==> src/rtl/fpu_ds_ctrl.sv <==
// Sequencer for the shared iterative divide/sqrt unit.
// Drives the iteration, raises the ID stall and arbitrates the W slot.
module fpu_ds_ctrl #(
  parameter int unsigned DIV_CYCLES  = 14,
  parameter int unsigned SQRT_CYCLES = 14
) (
  input  logic       clk,
  input  logic       clrn,
  input  logic       e,
  input  logic       start_div,
  input  logic       start_sqrt,
  input  logic [4:0] fd,
  input  logic [4:0] fs,
  input  logic [4:0] ft,
  input  logic       use_fs,
  input  logic       use_ft,
  input  logic       wf,
  input  logic       e3w,
  output logic       st_ds,
  output logic       busy,
  output logic       ds_load,
  output logic       ds_step,
  output logic       ds_op,
  output logic       ds_ww,
  output logic [4:0] ds_wn,
  output logic       wb_sel
);

  typedef enum logic [1:0] {
    IDLE = 2'd0,
    RUN  = 2'd1,
    WB   = 2'd2
  } state_t;

  localparam logic [7:0] DIV_LD  = 8'(DIV_CYCLES - 1);
  localparam logic [7:0] SQRT_LD = 8'(SQRT_CYCLES - 1);

  state_t     state_q;
  logic [7:0] cnt_q;
  logic       op_q;
  logic [4:0] wn_q;
  logic       start;
  logic       hazard;

  assign start = start_div | start_sqrt;

  // Combinational handshakes; reset forces the load request low.
  always_comb begin
    busy    = (state_q != IDLE);
    ds_load = clrn & (state_q == IDLE) & e & start;
    ds_step = (state_q == RUN);
    ds_ww   = (state_q == WB) & e & ~e3w;
    wb_sel  = ds_ww;
    hazard  = start
            | (use_fs & (fs == wn_q))
            | (use_ft & (ft == wn_q))
            | (wf & (fd == wn_q));
    st_ds   = busy & hazard;
    ds_op   = op_q;
    ds_wn   = wn_q;
  end

  // Sequencer state, iteration counter and latched op/destination.
  always_ff @(posedge clk or negedge clrn) begin
    if (!clrn) begin
      state_q <= IDLE;
      cnt_q   <= '0;
      op_q    <= 1'b0;
      wn_q    <= '0;
    end else begin
      unique case (state_q)
        IDLE: begin
          if (ds_load) begin
            op_q    <= start_sqrt;
            wn_q    <= fd;
            cnt_q   <= start_sqrt ? SQRT_LD : DIV_LD;
            state_q <= RUN;
          end
        end
        RUN: begin
          if (cnt_q == 8'd0) state_q <= WB;
          else cnt_q <= cnt_q - 8'd1;
        end
        WB: begin
          if (ds_ww) state_q <= IDLE;
        end
        default: state_q <= IDLE;
      endcase
    end
  end

endmodule
==> config.mk <==
export PLATFORM = sky130hd
export DESIGN_NAME = fpu_ds_ctrl
export DESIGN_NICKNAME = d
export VERILOG_FILES = /design/src/rtl/fpu_ds_ctrl.sv
export SDC_FILE = /design/constraint.sdc
export NUM_CORES = 1
export LEC_CHECK = 0
export CAP_MARGIN = 0
export CORE_MARGIN = 4
export CORE_UTILIZATION = 43
export CTS_CLUSTER_SIZE = 10
export DETAILED_ROUTE_END_ITERATION = 16
export PLACE_DENSITY_LB_ADDON = 0.3
export SLEW_MARGIN = 20
export SYNTH_ARGS = -nofsm -noshare
export SYNTH_HDL_FRONTEND = slang
export SYNTH_SLANG_ARGS = --single-unit
export TNS_END_PERCENT = 100
==> constraint.sdc <==
create_clock -name clk -period 2.5 [get_ports clk]
set_input_delay 0.625 -clock clk [delete_from_list [all_inputs] [get_ports clk]]
set_output_delay 0.625 -clock clk [all_outputs]
set_load 0.05 [all_outputs]
==> impl_metrics.yaml <==
global_routing:
  antenna_found_initial: 0
  first_global_vias: 915
  grt_pass1_wl_um: 4490
  grt_max_degree: 17
  gr-total-overflow: 0
  grt_use_total: 0.181
logic_synthesis:
  netlist-cell-type-count: 32
  ys_ff_latch: 16
  synth_nets: 131
  seq_area_frac_synth: 0.418
  synth_cells: 105
  synth_area_um2: 958
  avgSynthCellArea_um2: 9.13
  yosysWarnings: 0
final_layout:
  drive_above_1_share: 0.214
  layout_commonest_cell: "nand2_1"
  fin_nets: 173
  layout_common_cells: "nand2_1, clkdlybuf4s50_1, dfrtp_1, xor2_1"
  num-fill-cells: 169
  area_growth_pct: 53.8
  final_cells: 172
  antennaDiodeCount: 0
  postLayoutCellArea_um2: 1470
die:
  die_w_um: 55.2
  num_rows: 16
  die_y_um: 55.2
  start_util: 0.469
  coreArea_um2: 2040
  die_area_um2: 3050
  ioPinCount: 36
worst_setup_path:
  slowest_stage: "nor4_4"
  slowest_delay_ps: 270
  arrival_ps: 1860
  worstPathMaxFanout: 1
  start_kind: "input pin"
  startpoint: "fs[3]"
  crit_path_end: "st_ds"
  worst-setup-path-type: "in -> out"
  worstPathRequired_ps: 1880
  r2r-end: "cnt_q[7]$_DFFE_PN0P_"
  reg2reg_depth: 6
  r2r-start: "cnt_q[0]$_DFFE_PN0P_"
  worst_setup_path_end_kind: "primary output"
  reg2reg_slack_ps: 510
  cp_cell_sequence: "dlygate4sd2_1 > xor2_1 > nor4_4 > a311oi_2 > a31oi_4 > buf_12"
sta:
  rsz0062_at_grt: "true"
  drv_slew: 0
  worst_clock_skew_ps: 5.10
  fmax_ghz: 0.402
  hold_viol_final: 0
  tightestPinTransition_ps: 633
  slew_headroom: 0.574
  timing.final.crit_share: 0.995
  final.min_clock_period_ps: 2490
  holdWs_ps: 514
  setup_viol: 0
  fin_setup_tns_ps: 0
clock_network:
  cts_made_buffers: 3
  cts_buffer_depth: 2
  cts.sinks: 16
  clkTransAtPathRegs_ps: 90
  cts_tree: "done"
  insertion_delay_ps: 280
  cts_htree_levels: 1
  root_buffer: "clkbuf_4"
  hold_buffers: 0
placed_design:
  hpwl_um: 2080
  place_congestion: 0.880
  place_area_um2: 1410
  dp_cells: 168
  io_buffers: 35
power:
  p_total_uw: 1690
  ir_worst_vdd_mv: 0.692
  powerDensity_nw_per_um2: 1140
  leakagePower_uw: 0.000652
drt:
  drc_errors: 0
  avgRoutedWirePerCell_um: 16.1
  finalWirelength_um: 2760
  drtPass1Iterations: 4
  vias: 920
  ant_nets: 0
  drtIter0Drc: 15
  via_per_inst: 5.35
run:
  maxCapViolations: 0
outcome:
  status: "complete, no violations"
worst_hold_path:
  hold_class: "reg -> reg"
[Yosys cell counts]
cell / number / area, um2
nand2_1: 18 / 67.6
dfrtp_1: 16 / 400
xor2_1: 14 / 123
inv_1: 7 / 26.3
a21oi_1: 4 / 20.0
nand3_1: 4 / 20.0
nor4_1: 4 / 25.0
o21ai_0: 4 / 20.0
xnor2_1: 4 / 35.0
nor2_1: 3 / 11.3
clkbuf_1: 2 / 7.51
ha_1: 2 / 25.0
o31ai_1: 2 / 15.0
or3_1: 2 / 12.5
or4_1: 2 / 15.0
a211oi_1: 1 / 7.51
a311oi_1: 1 / 8.76
a31oi_1: 1 / 6.26
buf_4: 1 / 7.51
mux2_2: 1 / 11.3
mux2i_1: 1 / 10.0
nand2b_1: 1 / 6.26
nand4_1: 1 / 6.26
nor3_1: 1 / 5.00
nor3b_1: 1 / 7.51
nor4b_1: 1 / 8.76
o2111ai_1: 1 / 8.76
o211ai_1: 1 / 7.51
or2_2: 1 / 6.26
or3_2: 1 / 7.51
or3_4: 1 / 11.3
or3b_2: 1 / 8.76
[power breakdown]
part           internal, uW  total, uW  switching [uW]
Sequential              381        544             163
Clock                  55.9        132            75.7
Combinational           403       1010             608
Total                   840       1690             846
[worst max-delay path, delay by kind of cell]
| family | cells | cell delay (ps) |
|---|---|---|
| AO/OA/AOI/OAI | 2 | 390 |
| XOR/XNOR | 1 | 180 |
| buffers and inverters | 2 | 400 |
| AND/OR/NAND/NOR | 1 | 270 |
[metal layers]
layer	track usage	wire length, um	part of all wire	up-vias
li1	-	-	-	442
met1	0.219	1080	0.39	447
met5	0	0	0	-
met4	0.0208	30	0.011	0
met2	0.323	1510	0.55	27
met3	0.0559	137	0.050	4
[through the flow]
step	worst slack, ps	util
after detailed placement	-406	0.689
after CTS	2.48	0.700
after global placement	-353	0.689
after global routing	-30.0	0.722
final	12.8	0.722
after floorplan	-116	-
[flip-flops by register name (all words and copies together), names as in the netlist]
register	count
cnt_q	8
ds_op	1
state_q	2
ds_wn	5
[cell families (layout without fill, tap and decap cells)]
kind of cell,Yosys count,in the layout,synth area share
AND/OR/NAND/NOR,42,42,0.228
XOR/XNOR,18,18,0.164
flip-flops,16,16,0.418
AO/OA/AOI/OAI,15,15,0.0979
buffers and inverters,10,50,0.0431
adder cells (fa/ha/maj),2,2,0.0261
multiplexers,2,2,0.0222
[cell type report]
| cell class | count | area, um2 | area share |
|---|---|---|---|
| flip-flops and latches | 16 | 403 | 0.273 |
| repair buffers | 40 | 402 | 0.272 |
| well taps | 27 | 33.8 | 0.0229 |
| inverters | 7 | 26.3 | 0.0178 |
| multi-input cells | 79 | 587 | 0.398 |
| clock buffers | 3 | 22.5 | 0.0153 |
[worst min path at each step]
| stage | slack [ps] | cells past startpoint | start | endpoint |
|---|---|---|---|---|
| floorplan | 330 | 0 | clrn | cnt_q[0]$_DFFE_PN0P_ |
| global placement | 490 | 1 | cnt_q[0]$_DFFE_PN0P_ | cnt_q[0]$_DFFE_PN0P_ |
| detailed placement | 500 | 1 | ds_op$_DFFE_PN0P_ | ds_op$_DFFE_PN0P_ |
| CTS | 520 | 1 | ds_op$_DFFE_PN0P_ | ds_op$_DFFE_PN0P_ |
| global route | 540 | 1 | ds_op$_DFFE_PN0P_ | ds_op$_DFFE_PN0P_ |
| finish | 510 | 1 | ds_op$_DFFE_PN0P_ | ds_op$_DFFE_PN0P_ |
[timing repair]
| item | in CTS | in global routing |
|---|---|---|
| gates cloned | 0 | 0 |
| gates resized for setup | 18 | 14 |
| buffers inserted | 0 | 1 |
| pin swaps | 8 | 6 |
| endpoints found under the setup margin | 1 | 1 |
No activity file was read; power rests on OpenSTA's default activity.
